<file path="src/rtl/gpio_key_conditioner.sv">
// GPIO input conditioner: 2-flop synchroniser on every bit, a debounce stage on the
// low NUM_KEYS bits, and press/release events queued in a small FWFT FIFO.
module gpio_key_debounce #(
    parameter int DEBOUNCE_CYCLES = 1_000_000,
    parameter int CNT_WIDTH       = 20
) (
    input  logic gclk,
    input  logic grst_n,
    input  logic sync_bit,
    output logic level,
    output logic edge_pulse
);
    localparam logic [CNT_WIDTH-1:0] CNT_LAST = CNT_WIDTH'(DEBOUNCE_CYCLES - 1);

    logic [CNT_WIDTH-1:0] cnt;

    // Any return to the stable level restarts the count, so short glitches never commit.
    always_ff @(posedge gclk or negedge grst_n) begin
        if (!grst_n) begin
            cnt        <= '0;
            level      <= 1'b0;
            edge_pulse <= 1'b0;
        end else begin
            edge_pulse <= 1'b0;
            if (sync_bit == level) begin
                cnt <= '0;
            end else if (cnt == CNT_LAST) begin
                level      <= sync_bit;
                cnt        <= '0;
                edge_pulse <= 1'b1;
            end else begin
                cnt <= cnt + 1'b1;
            end
        end
    end
endmodule

module gpio_key_conditioner #(
    parameter int GPIO_WIDTH      = 32,
    parameter int NUM_KEYS        = 4,
    parameter int DEBOUNCE_CYCLES = 1_000_000,
    parameter int CNT_WIDTH       = 20,
    parameter int FIFO_DEPTH      = 8
) (
    input  logic                  axi_aclk,
    input  logic                  axi_aresetn,
    input  logic [GPIO_WIDTH-1:0] gpio_in_raw,
    output logic [GPIO_WIDTH-1:0] gpio_in_clean,
    output logic [NUM_KEYS-1:0]   key_level,
    output logic                  evt_valid,
    input  logic                  evt_ready,
    output logic [7:0]            evt_data,
    output logic                  evt_irq,
    output logic                  evt_overflow,
    input  logic                  clr_overflow
);
    localparam int PW = $clog2(FIFO_DEPTH);
    localparam logic [PW:0] FULL_CNT = (PW+1)'(FIFO_DEPTH);

    logic [GPIO_WIDTH-1:0] sync1, sync2;
    logic [NUM_KEYS-1:0]   edge_q, pend, ptype, grant;
    logic [6:0]            sel_idx;
    logic                  sel_type, push, pop, full;
    logic [7:0]            mem [FIFO_DEPTH];
    logic [PW-1:0]         wptr, rptr;
    logic [PW:0]           count;

    always_ff @(posedge axi_aclk or negedge axi_aresetn) begin
        if (!axi_aresetn) begin
            sync1 <= '0;
            sync2 <= '0;
        end else begin
            sync1 <= gpio_in_raw;
            sync2 <= sync1;
        end
    end

    for (genvar g = 0; g < NUM_KEYS; g++) begin : g_key
        gpio_key_debounce #(
            .DEBOUNCE_CYCLES(DEBOUNCE_CYCLES),
            .CNT_WIDTH      (CNT_WIDTH)
        ) u_deb (
            .gclk      (axi_aclk),
            .grst_n    (axi_aresetn),
            .sync_bit  (sync2[g]),
            .level     (key_level[g]),
            .edge_pulse(edge_q[g])
        );
    end

    for (genvar g = 0; g < GPIO_WIDTH; g++) begin : g_clean
        if (g < NUM_KEYS) begin : g_deb
            assign gpio_in_clean[g] = key_level[g];
        end else begin : g_pass
            assign gpio_in_clean[g] = sync2[g];
        end
    end

    // Fixed priority: descending scan so the lowest pending index is the last write.
    always_comb begin
        grant    = '0;
        sel_idx  = '0;
        sel_type = 1'b0;
        for (int i = NUM_KEYS - 1; i >= 0; i--) begin
            if (pend[i]) begin
                grant    = '0;
                grant[i] = 1'b1;
                sel_idx  = 7'(i);
                sel_type = ptype[i];
            end
        end
        push = (|pend) && !full;
        if (!push) grant = '0;
    end

    // A new edge on a key whose previous event was not taken this cycle loses that event.
    always_ff @(posedge axi_aclk or negedge axi_aresetn) begin
        if (!axi_aresetn) begin
            pend         <= '0;
            ptype        <= '0;
            evt_overflow <= 1'b0;
        end else begin
            for (int k = 0; k < NUM_KEYS; k++) begin
                if (edge_q[k]) begin
                    pend[k]  <= 1'b1;
                    ptype[k] <= key_level[k];
                end else if (grant[k]) begin
                    pend[k] <= 1'b0;
                end
            end
            if (|(edge_q & pend & ~grant)) evt_overflow <= 1'b1;
            else if (clr_overflow)         evt_overflow <= 1'b0;
        end
    end

    assign full      = (count == FULL_CNT);
    assign evt_valid = (count != '0);
    assign evt_irq   = evt_valid;
    assign pop       = evt_valid && evt_ready;
    assign evt_data  = evt_valid ? mem[rptr] : 8'h00;

    always_ff @(posedge axi_aclk or negedge axi_aresetn) begin
        if (!axi_aresetn) begin
            wptr  <= '0;
            rptr  <= '0;
            count <= '0;
            for (int i = 0; i < FIFO_DEPTH; i++) mem[i] <= '0;
        end else begin
            if (push) begin
                mem[wptr] <= {sel_type, sel_idx};
                wptr      <= wptr + 1'b1;
            end
            if (pop) rptr <= rptr + 1'b1;
            if (push && !pop)      count <= count + 1'b1;
            else if (!push && pop) count <= count - 1'b1;
        end
    end
endmodule

</file>
<file path="config.mk">
export PLATFORM = sky130hd
export DESIGN_NAME = gpio_key_conditioner
export DESIGN_NICKNAME = d
export VERILOG_FILES = /design/src/rtl/gpio_key_conditioner.sv
export SDC_FILE = /design/constraint.sdc
export NUM_CORES = 1
export LEC_CHECK = 0
export ABC_CLOCK_PERIOD_IN_PS = 3150
export CAP_MARGIN = 20
export CELL_PAD_IN_SITES_DETAIL_PLACEMENT = 0
export CELL_PAD_IN_SITES_GLOBAL_PLACEMENT = 1
export CORE_MARGIN = 2
export CORE_UTILIZATION = 48
export CTS_BUF_LIST = sky130_fd_sc_hd__clkbuf_4 sky130_fd_sc_hd__clkbuf_8
export CTS_CLUSTER_DIAMETER = 80
export DETAILED_ROUTE_END_ITERATION = 16
export GPL_ROUTABILITY_DRIVEN = 0
export GPL_TIMING_DRIVEN = 0
export PLACE_DENSITY = 0.92
export SLEW_MARGIN = 20
export SYNTH_ARGS = -nofsm -noshare
export SYNTH_HDL_FRONTEND = slang
export SYNTH_HIERARCHICAL = 1
export SYNTH_SLANG_ARGS = --single-unit
</file>
<file path="constraint.sdc">
create_clock -name axi_aclk -period 3.15 [get_ports axi_aclk]
set_input_delay 0.4725 -clock axi_aclk [delete_from_list [all_inputs] [get_ports axi_aclk]]
set_output_delay 0.4725 -clock axi_aclk [all_outputs]
set_load 0.03 [all_outputs]
</file>
* After elaboration in Yosys (flattened, before gate mapping)
Index checks and enable logic that the tools add are counted.
** Cells by class
- Bitwise logic cells :: 9
- Add/sub/neg operators :: 8
- Reduce and logical (&&, ||, !) cells :: 21
- Eq/ne operators :: 9
- Multiplexer cells :: 48
- Magnitude comparators :: 3
** Operator list (count)
- $mux W20 :: 8
- $add A20 B1 Y20 const B :: 4
- $eq A20 B20 Y1 const B :: 4
- $bwmux W64 :: 1
- $mux W8 :: 4
- $mux W4 :: 7
- $bmux W8 S3 :: 1
- $demux W8 S3 :: 1
- $mux W1 :: 22
- $mux W7 :: 3
- $reduce_bool A2 Y1 :: 6
- $and A4 B4 Y4 :: 2
- $ge A4 B4 Y1 const B :: 2
- $not A3 Y4 :: 2
- $reduce_and A2 Y1 :: 4
- $reduce_or A4 Y1 :: 2
- $add A3 B1 Y3 const B :: 2
- $logic_and A1 B1 Y1 :: 5
- $add A4 B1 Y4 const B :: 1
- $eq A1 B1 Y1 :: 4
- $eq A4 B4 Y1 const B :: 1
- $lt A4 B1 Y1 const B :: 1
- $not A1 Y1 :: 4
- $not A4 Y4 :: 1
- 4 further kinds :: 6
** Storage, ports and cells
- Output and inout port bits :: 47
- Register bits :: 235

* Logic depth before layout (Yosys ltp)
Gate-level depths: netlist of run 1.
- Depth after elaboration :: 9
- Depth in mapped cells :: 10

* By module
The synthesis of run 1 kept the hierarchy.
** Modules (own cells, without submodules)
- gpio_key_debounce :: instances 4, sequential area each 550.5 um2, area an instance 1131.1 um2, cells an instance 113
- gpio_key_conditioner :: instances 1, sequential area each 2677.6 um2, area an instance 4221.5 um2, cells an instance 295

* Least setup slack after synthesis of run 1
Ideal clock, no wire load.
- Kind :: flip-flop to flip-flop
- From :: register count[0]
- To :: register count[3]
- Required time :: 3019 ps
- Stages on the path, launching flop included :: 10
- Clock period less this slack :: 2875 ps
- Path buffers :: 1
- Path slack :: 275 ps
- Arrival :: 2744 ps
- Path through :: dfrtp_1 or4_1 clkbuf_1 nand2_1 ha_1 inv_1 ha_1 or4_1 o211ai_1 o211ai_1
** Between the ends
- Elaborated cells on any way between the ends :: 14
- Classes of those cells :: add/sub (2); eq/ne (1); mux (2); reduce/logical (9)
** RTL lines
- from (decl) :: line 66 : logic [PW:0] count;
- from (signal assigned) :: line 154 : if (push && !pop) count <= count + 1'b1;
- from (signal assigned) :: line 155 : else if (!push && pop) count <= count - 1'b1;
- $reduce_bool A4 Y1 (*) :: line 137 : assign evt_valid = (count != '0);
- net evt_irq :: line 53 : output logic evt_irq,
- $logic_and A1 B1 Y1 (*) :: line 139 : assign pop = evt_valid && evt_ready;
- $logic_not A1 Y1 :: line 154
- $logic_and A1 B1 Y1 :: line 154
- $mux W4 / $reduce_bool A2 Y1 (equally long branches)
The timed path passes the listed nets; every way through them passes the cells marked *. The select of a mux whose other input is x is not followed.
A chain may end at the register's enable or synchronous reset.

* Worst setup path after layout of run 1
- From :: register count[1]
- To :: register count[3]
** Between the ends
- Word-level cells in the longest chain between the ends :: 6
- Elaborated cells on any way between the ends :: 14
- Classes of those cells :: add/sub (2); eq/ne (1); mux (2); reduce/logical (9)
** RTL lines
- parallel branches: the longest is 6 deep, another holds $sub A4 B1 Y4
Parallel ways; which one is timed is not known. The select of a mux whose other input is x is not followed.

==> run metrics, run 1 <==
placeable core area 17900 um^2; number of I/O pins 83; Layout area overhead 17.8%; Mapped Area 8750 um^2; flop-to-flop setup slack 0.21 ns; Seq/Total Area, Yosys 55.8%; library cells used by synthesis 58; Multi-input gate area 3370 um^2; wirelength, routed 15900 um; leakage power 4.46 nW; Pwr Total 0.00445 W; Worst Reg-to-Reg Cells 9; CP required 3.50 ns; die area 19300 um^2; clock buffer depth 2; Slew Viols, Final 0; Starting Density 48.9%; Design Area, Final 10300 um^2; via density per instance 5.34; Post-synth EDFFs 0; row count 49; total negative setup slack 0 ns; Pwr Density 432 nW/um^2; Mean Syn Cell Area 11.7 um^2; Met3 Routed Length 457 um; # fillers 1516; post-route ant nets 0; flops & latches, synth 195; Worst-Skew Late Latency 0.47 ns; Setup Viol. Count Final 0; dpl cell area 9880 um^2; Post-Place Cells 1059; CP peak stage delay 0.54 ns; Hold Crit Class flop to flop; outcome finished clean; Port Buffers 77; MaxCap Viol Count 0; FFs w/ async S/R, synth 100%; Met2 Wirelength 7790 um; Synth top area share 55.8%; met1 WL 7380 um; crit path max fanout 6; Global Route Usage Sum 17.4%; layout cell share with drive strength beyond 1 18.4%; CTS tree yes; Core Util, Final 57.5%; VDD IR-drop max 318 uV; list of most frequent post-synthesis cells 195 x dfrtp_1, 66 x nor2_1, 48 x xnor2_1; Worst Skew 0.0161 ns; DP HPWL 11000 um; H-tree depth 4; slowest stage cell, crit path or4_1; worst r2r dst count[3]$_DFFE_PN0P_; drt initial violations 408; Vert. Die Dim 139 um; detailed-route wire length per cell 14.5 um; Clock Sinks 195; Tmin final 2.94 ns; TritonRoute pass-1 iters 4; Vias 5833; first-pass GRT wire length 27700 um; Crit Path Class flop to flop; Hold Path Sink sync2[3]$_DFF_PN0_; Nets 897; vias in the first global route 5862; Antenna diodes 0; worst slew pin tran 0.853 ns; clock tree root driver cell clkbuf_8; top cells by area, synth dfrtp_1 56%, xnor2_1 4.8%, buf_4 3.3%; Worst Setup Start Kind flop; RSZ-0062 raised after global routing no; initial antenna violation count 0; die width 139 um; CP Capture Type flop; Hold Path Cell Cnt 0; synth warn 6; Max Fclk 0.340 GHz; Slew HR 43.2%; worst-path cell chain or4_1, clkbuf_1, nand2_1, ha_1, inv_1, ha_1, or4_1, o211ai_1, o211ai_1; Critical Path AT 3.29 ns; CTS buffer count 17; most common cell in the netlist dfrtp_1; uppermost routed layer met4; final non-filler cell total 1093; final hold vios 0; Post-synth top flop dfrtp_1; maximum number of pins on one net before global-route repair 84; hold path start sync1[3]$_DFF_PN0_; clock-pin slew of the registers on the worst-case setup and hold paths 0.11 ns; Syn Inst Count 747; post-synth top area cell dfrtp_1; final worst-path cycle share 93.3%; Congestion Overflow GR 0; residual DRC count 0; reg2reg start count[1]$_DFFE_PN0P_; FF+latch area 4880 um^2
-- worst max-delay path: cells and delay by family, from the launching register on --
kind,cells,cell delay (ns)
compound gates,2,0.20
fa+ha+maj,2,0.63
buf+inv,2,0.30
simple gates,3,1.22
flops,1,0.47
-- per-layer routing --
layer  track usage [%]  vias up
li1                  -     2825
met1              23.4     2906
met2              28.1       81
met3              3.83       21
met4              6.22        0
met5                 0        -
-- per-stage QoR --
stage | hold WS [ns] | worst slack (ns)
6_report | 0.358 | 0.211
5_1_grt | 0.365 | 0.00526
4_1_cts | 0.359 | 0.160
3_5_place_dp | 0.335 | 0.196
3_3_place_gp | 0.331 | -6.47
2_1_floorplan | 0.177 | 0.275
-- cells by family (layout without fill, tap and decap cells) --
family,Yosys count,count (layout),share of synthesized area (%)
AOI/OAI and AO/OA,90,90,7.24
xor gates and xnor gates,57,57,5.71
adders and majority gates,10,10,1.52
buffers and inverters,88,201,5.82
DFF,195,195,55.8
muxes,34,34,5.14
other,1,5,0.0429
and+or+nand+nor,272,272,18.7
-- registers in the layout, indices dropped and copies added, names as in the netlist --
signal / cells
count: 4
sync1: 32
g_key.u_deb/cnt: 80
g_key.u_deb/level: 4
evt_overflow: 1
g_key.u_deb/edge_pulse: 4
mem: 24
rptr: 3
sync2: 32
pend: 4
ptype: 4
wptr: 3
-- cell usage in the layout (no fill, tap or decap), types with 5 or more instances in the layout --
| cell | n |
|---|---|
| o21ai_0 | 15 |
| buf_2 | 19 |
| nand3b_1 | 15 |
| mux4_2 | 6 |
| xor2_1 | 9 |
| nor4b_1 | 8 |
| clkbuf_8 | 17 |
| ha_1 | 9 |
| dfrtp_1 | 194 |
| a21oi_1 | 27 |
| inv_1 | 24 |
| mux2_2 | 16 |
| nor4_4 | 5 |
| nand4_1 | 20 |
| nor3_1 | 25 |
| or3_1 | 10 |
| buf_4 | 40 |
| or4_1 | 6 |
| and3_1 | 12 |
| mux2_1 | 11 |
| o31ai_1 | 18 |
| a31o_2 | 8 |
| nand3_1 | 17 |
| clkdlybuf4s50_1 | 73 |
| nand2_1 | 34 |
| nor2_1 | 66 |
| conb_1 | 5 |
| inv_8 | 5 |
| xnor2_1 | 48 |
| nor4_1 | 17 |
-- worst max path at each step --
stage	from	endpoint	slack, ns	cells past startpoint
floorplan	count[0]$_DFFE_PN0P_	count[3]$_DFFE_PN0P_	0.27	9
global placement	axi_aresetn	count[1]$_DFFE_PN0P_	-6.47	1
detailed placement	count[0]$_DFFE_PN0P_	count[3]$_DFFE_PN0P_	0.20	9
CTS	count[0]$_DFFE_PN0P_	evt_data[1]	0.16	5
global route	count[1]$_DFFE_PN0P_	count[3]$_DFFE_PN0P_	0.005	9
finish	count[1]$_DFFE_PN0P_	count[3]$_DFFE_PN0P_	0.21	9
-- power by group --
part	total [W]	internal, W	leakage, nW	switching [W]
clock	0.00161	0.000609	0.202	0.00100
sequential	0.00258	0.00255	2.56	0.0000219
combinational	0.000265	0.000121	1.69	0.000145
-- layout make-up --
cell class,count,share of cell area (%)
plain buffers,64,4.07
well taps,229,2.78
flip-flops and latches,195,47.4
clock inverters,15,1.68
multi-input cells,468,32.7
inverters,24,0.875
repair buffers,81,8.20
clock buffers,17,2.27
-- repair_timing --
item	in CTS	in global routing
pin swaps	0	1
hold buffers	1	0
gates resized for setup	3	1
hold endpoints to repair	31	0
endpoints found under the setup margin	3	1
setup buffers	0	1
No activity file was read; power rests on OpenSTA's default activity.
==> run 2: changes to the inputs <==
Settings changed: CORE_UTILIZATION 48 to 47, PLACE_DENSITY 0.92 to 0.91, SYNTH_HIERARCHICAL 1 to not set.
==> run 2 against run 1 <==
Net effect:
- die area fell by 5.2%
- non-clock buffer count fell by 29
- fmax fell by 1.4%
- critical path depth fell by 5
==> run metrics, run 2 <==
final worst-path cycle share 94.6% (+1.3 points); VDD IR-drop max 481 uV (+51%); Post-synth EDFFs 0 (unchanged); most common cell after layout, fill and taps aside dfrtp_1; Port Buffers 77 (unchanged); Tmin final 2.98 ns (+0.0422 ns); CP required 2.68 ns (-0.82 ns); Vias 5353 (-8.2%); Slew HR 33.3% (-9.9 points); Antenna diodes 0 (unchanged); row count 48 (-2.0%); detailed-route wire length per cell 14.7 um (+1.0%); Synth top area share 60.2% (+4.4 points); crit path max fanout 5 (-1); Synth Area in Simple Gates 17.4% (-1.3 points); Pwr Density 471 nW/um^2 (+9.0%); clock-pin slew of the registers on the worst-case setup and hold paths 0.09 ns (-0.02 ns); CTS tree yes; Syn Inst Count 686 (-8.2%); H-tree depth 4 (unchanged); Slew Viols, Final 0 (unchanged); most common cell in the netlist dfrtp_1; Worst Setup Start Kind flop; buffer count from post-CTS setup fixing 0 (unchanged); Synth Area in Adders 1.64% (+0.12 points); clock tree root driver cell clkbuf_8; Layout area overhead 19.4%; die area 18300 um^2 (-5.2%); Min Hold Slack 0.352 ns (-0.00577 ns); commonest cells after routing, fill and taps aside 195 x dfrtp_1, 76 x clkdlybuf4s50_1, 71 x nor2_1, 39 x nand3_1, 32 x xnor2_1; residual DRC count 0 (unchanged); leakage power 4.17 nW (-6.4%); vias in the first global route 5366 (-8.5%); initial antenna violation count 0 (unchanged); layout cell share with drive strength beyond 1 11.1% (-7.3 points); drt initial violations 350 (-14%); TritonRoute pass-1 iters 7 (+3); Post-Place Cells 994 (-6.1%); die width 135 um (-2.7%); worst slew pin tran 0.987 ns (+0.134 ns); Largest register FFs 80 (unchanged); Largest regs g_key.u_deb.cnt: 80 flops, sync1: 32 flops, sync2: 32 flops; list of most frequent post-synthesis cells 195 x dfrtp_1, 71 x nor2_1, 39 x nand3_1; Critical Path AT 2.51 ns (-0.78 ns); final non-filler cell total 1026 (-6.1%); wirelength, routed 15000 um (-5.2%); Setup Viol. Count Final 0 (unchanged); via density per instance 5.22 (-2.2%); Worst-Skew Late Latency 0.48 ns (about the same); Starting Density 47.5% (-1.4 points); Mean Syn Cell Area 11.8 um^2 (+0.87%); synth warn 0 (-6); Congestion Overflow GR 0 (unchanged); Nets 835 (-6.9%); final hold vios 0 (unchanged); Synth Area in Compound Gates 5.24% (-2.0 points); number of I/O pins 83 (unchanged); MaxCap Viol Count 0 (unchanged); placeable core area 17100 um^2 (-4.7%); Vert. Die Dim 135 um (-2.7%); flops & latches, synth 195 (unchanged); DP HPWL 10400 um (-5.6%); Seq/Total Area, Yosys 60.2% (+4.4 points); library cells used by synthesis 51 (-12%); first-pass GRT wire length 26200 um (-5.4%); post-synthesis mux area share 5.64% (+0.50 points); main combinational cell family by area after synthesis simple AND/OR/NAND/NOR gates; CTS buffer count 17 (unchanged); Reg with most FFs g_key.u_deb.cnt; Max Fclk 0.335 GHz (-1.4%); Hold Crit Class flop to flop; post-route ant nets 0 (unchanged); RSZ-0062 raised after global routing yes; Post-Synth XOR/XNOR Area 6.70% (+0.99 points); Global Route Usage Sum 18.1% (+0.71 points); Post-synth top flop dfrtp_1; post-synth top area cell dfrtp_1; Pwr Total 0.00456 W (+2.4%); Mapped Area 8100 um^2 (-7.4%); outcome finished clean; clock buffer depth 2 (unchanged); Clock Sinks 195 (unchanged); Crit Path Class flop to output pin; top cells by area, synth dfrtp_1 60%, xnor2_1 3.5%, mux2_2 3.3%; CP Capture Type output pin; maximum number of pins on one net before global-route repair 96 (+14%); FFs w/ async S/R, synth 100% (unchanged); Worst Skew 0.0139 ns (-0.00218 ns)
run 2: cell types whose count changed in the layout (fill, tap and decap cells not counted), moves of 16 or more:
cell     delta
buf_4      -26
nand3_1    +22
xor2_1     +21
buf_2      -16
xnor2_1    -16
run 2: report_power, final:
part           switching (W)  internal (W)  leakage [nW]
Sequential         0.0000294       0.00255          2.57
Combinational       0.000146     0.0000989          1.39
Clock               0.000867      0.000863         0.214
Total                0.00104       0.00352          4.17
run 2: logic make-up (layout without fill, tap and decap cells):
| family | Yosys count | in the layout |
|---|---|---|
| compound gates | 69 | 69 |
| flops | 195 | 195 |
| other cells | 1 | 5 |
| fa+ha+maj | 10 | 10 |
| mux | 35 | 35 |
| buf+inv | 52 | 163 |
| xor+xnor | 62 | 62 |
| simple gates | 262 | 262 |
run 2: routing by layer:
layer / part of all wire (%) / up-vias / global-route usage, %
met1: 47 / 2637 / 24.3
met3: 4.2 / 12 / 5.42
met4: 1.1 / 0 / 5.67
met2: 48 / 90 / 28.7
li1: - / 2614 / -
met5: 0 / - / 0
run 2: stage by stage:
stage / util [%] / setup WS [ns] / area (um^2) / setup TNS [ns]
after floorplan: - / 0.517 / 8120 / 0
after global placement: 53.8 / -6.45 / 9170 / -1254.63
after detailed placement: 54.1 / 0.0444 / 9230 / 0
after CTS: 56.7 / 0.0267 / 9670 / 0
after global routing: 56.7 / -0.0293 / 9680 / -0.0519
final: 56.7 / 0.169 / 9680 / 0
run 2: area by class of cell:
type / count / area (um^2)
fill: 1446 / 7380
sequential: 195 / 4880
multi-input combinational: 443 / 2990
timing repair buffer: 80 / 841
clock buffer: 21 / 283
tap: 225 / 282
buffer: 36 / 193
clock inverter: 10 / 148
inverter: 16 / 60.1
run 2: final timing paths:
kind | startpoint | endpoint | slack (ns) | cells after the start
worst max register to register | count[0]$_DFFE_PN0P_ | count[3]$_DFFE_PN0P_ | 0.26 | 11
worst max-delay path | count[0]$_DFFE_PN0P_ | evt_valid | 0.17 | 4
worst min-delay path | sync1[14]$_DFF_PN0_ | sync2[14]$_DFF_PN0_ | 0.35 | 0
max in group asynchronous | axi_aresetn | g_key[1].u_deb.cnt[0]$_DFF_PN0_ | 1.87 | 3
worst min register to register | sync1[14]$_DFF_PN0_ | sync2[14]$_DFF_PN0_ | 0.35 | 0
min in group asynchronous | axi_aresetn | mem[17]$_DFFE_PN0P_ | 0.48 | 2
run 2: critical path: stages, from the launching register on:
cell	delay (ns)
dfrtp_1	0.47
nor4_1	0.63
inv_1	0.19
buf_4	0.18
clkdlybuf4s50_1	0.58
run 2: repair_timing:
item / in CTS / in global routing
pin swaps: 0 / 0
hold buffers: 1 / 0
hold endpoints to repair: 48 / 0
setup endpoints to repair: 3 / 2
gates resized for setup: 1 / 0
==> run 3: changes to the inputs <==
Settings changed: CORE_MARGIN 2 to not set.
==> run 3 against run 2 <==
Net effect:
- worst setup slack better by 0.0070 ns
- register-to-register slack hardly changed
- combinational power shrank 2%
- sequential share of layout area grew 0.27 points
- worst hold slack better by 0.0056 ns
- cell count decreased by 0.49%
- clock skew shrank 0.0038 ns
- clock power down 8%
- first-iteration DRC count fell by 0.86%
- clock-buffer cell count decreased by 4
- power down 2.9%
- highest routed layer unchanged
==> run metrics, run 3 (synthesis gave the netlist of run 2 again) <==
H-tree depth 4 (unchanged); Worst Skew 0.0101 ns (-0.00382 ns); CP required 2.68 ns (about the same); outcome finished clean; final non-filler cell total 1021 (-0.49%); Vert. Die Dim 133 um (-1.5%); Crit Path Class flop to output pin; commonest cells after routing, fill and taps aside 195 x dfrtp_1, 76 x clkdlybuf4s50_1, 71 x nor2_1, 39 x nand3_1, 32 x xnor2_1; VDD IR-drop max 366 uV (-24%); worst-path cell chain clkbuf_2, mux4_2, mux2i_1, nor2_1, clkdlybuf4s50_1; die width 133 um (-1.5%); Setup Viol. Count Final 0 (unchanged); Post-Place Cells 988 (-0.60%); TritonRoute pass-1 iters 4 (-3); detailed-route wire length per cell 14.8 um (+1.1%); Core Util, Final 57.6% (+0.90 points); Nets 834 (-0.12%); clock tree root driver cell clkbuf_8; Layout area overhead 18.8%; Tmin final 2.97 ns (-0.00701 ns); Reg with most FFs g_key.u_deb.cnt; final hold vios 0 (unchanged); most common cell after layout, fill and taps aside dfrtp_1; Slew HR 46.8% (+13 points); Vias 5415 (+1.2%); CP peak stage delay 0.61 ns (-0.02 ns); initial antenna violation count 0 (unchanged); via density per instance 5.30 (+1.7%); RSZ-0062 raised after global routing no; Pwr Density 460 nW/um^2 (-2.4%); row count 47 (-2.1%); vias in the first global route 5440 (+1.4%); # fillers 1363 (-5.7%); DP HPWL 10600 um (+2.0%); CTS tree yes; Antenna diodes 0 (unchanged); final worst-path cycle share 94.4% (-0.22 points); slowest stage cell, crit path clkdlybuf4s50_1; Hold Crit Class flop to flop; crit path max fanout 7 (+2); Worst-Skew Late Latency 0.47 ns (about the same); Critical Path AT 2.50 ns (about the same); post-route ant nets 0 (unchanged); buffers plus inverters on the worst setup path 2 (-1); number of I/O pins 83 (unchanged); MaxCap Viol Count 0 (unchanged); Starting Density 48.5% (+1.0 points); Clock Sinks 195 (unchanged); crit-path leading delay family buffers and inverters; Largest register FFs 80 (unchanged); Max Fclk 0.336 GHz (+0.24%); clock-pin slew of the registers on the worst-case setup and hold paths 0.10 ns (about the same); Worst Setup Start Kind flop; Congestion Overflow GR 0 (unchanged); Slew Viols, Final 0 (unchanged); CTS buffer count 17 (unchanged); placeable core area 16700 um^2 (-2.1%); drt initial violations 347 (-0.86%); worst slew pin tran 0.792 ns (-0.194 ns); Pwr Total 0.00443 W (-2.9%); maximum number of pins on one net before global-route repair 111 (+16%); residual DRC count 0 (unchanged); layout cell share with drive strength beyond 1 11.1% (unchanged); first-pass GRT wire length 25900 um (-1.4%); clock buffer depth 2 (unchanged); CP Capture Type output pin; die area 17800 um^2 (-2.9%); wirelength, routed 15100 um (+0.57%); Port Buffers 77 (unchanged); Largest regs g_key.u_deb.cnt: 80 flops, sync1: 32 flops, sync2: 32 flops; leakage power 4.15 nW (-0.50%); Global Route Usage Sum 18.3% (+0.16 points)
[run 3: cell count changes in the layout (fill, tap and decap cells not counted), sizes merged]
cell	delta
buf	-1
bufinv	-3
clkinvlp	-1
clkinv	+4
clkbuf	-4
inv	+5
[run 3: what timing repair did]
| item | 4_1_cts | 5_1_grt |
|---|---|---|
| gates resized for setup | 1 | 1 |
| setup buffers | 0 | 0 |
| hold endpoints to repair | 4 | 0 |
| pin swaps | 0 | 0 |
| endpoints found under the setup margin | 3 | 1 |
| hold buffers | 1 | 0 |
[run 3: where the power goes]
part | leakage [nW] | total [W] | internal [W] | switching, W
registers | 2.57 | 0.00258 | 0.00255 | 0.0000302
clock network | 0.206 | 0.00160 | 0.000612 | 0.000989
logic | 1.38 | 0.000240 | 0.0000954 | 0.000145
[run 3: worst paths after layout]
| kind | from | end | slack [ns] | depth (start not counted) |
|---|---|---|---|---|
| worst max-delay path | rptr[0]$_DFFE_PN0P_ | evt_data[7] | 0.18 | 5 |
| worst min-delay path | sync1[25]$_DFF_PN0_ | sync2[25]$_DFF_PN0_ | 0.36 | 0 |
| worst max register to register | count[0]$_DFFE_PN0P_ | count[3]$_DFFE_PN0P_ | 0.27 | 11 |
| worst min register to register | sync1[25]$_DFF_PN0_ | sync2[25]$_DFF_PN0_ | 0.36 | 0 |
| max in group asynchronous | axi_aresetn | sync2[30]$_DFF_PN0_ | 1.64 | 3 |
| min in group asynchronous | axi_aresetn | g_key[1].u_deb.cnt[9]$_DFF_PN0_ | 0.59 | 2 |
[run 3: layer usage]
metal	global-route usage, %	routed length (um)
met3	5.82	961
met4	6.44	197
met5	0	0
met2	29.0	7280
met1	23.7	6690
[run 3: per-stage QoR]
stage | instance area (um^2) | setup TNS, ns | worst slack (ns) | hold slack (ns)
6_report | 9630 | 0 | 0.176 | 0.357
5_1_grt | 9630 | 0 | 0.00754 | 0.364
4_1_cts | 9620 | 0 | 0.00741 | 0.359
3_5_place_dp | 9200 | 0 | 0.0473 | 0.335
3_3_place_gp | 9160 | -1148.38 | -5.91 | 0.332
2_1_floorplan | 8120 | 0 | 0.517 | 0.177
[run 3: cell type report]
class	instances	area (um^2)	area share [%]
clock inverters	15	179	1.86
clock buffers	17	234	2.43
well taps	220	275	2.86
multi-input cells	443	2990	31.1
flip-flops and latches	195	4880	50.7
inverters	16	60.1	0.624
repair buffers	79	813	8.45
plain buffers	36	193	2.00
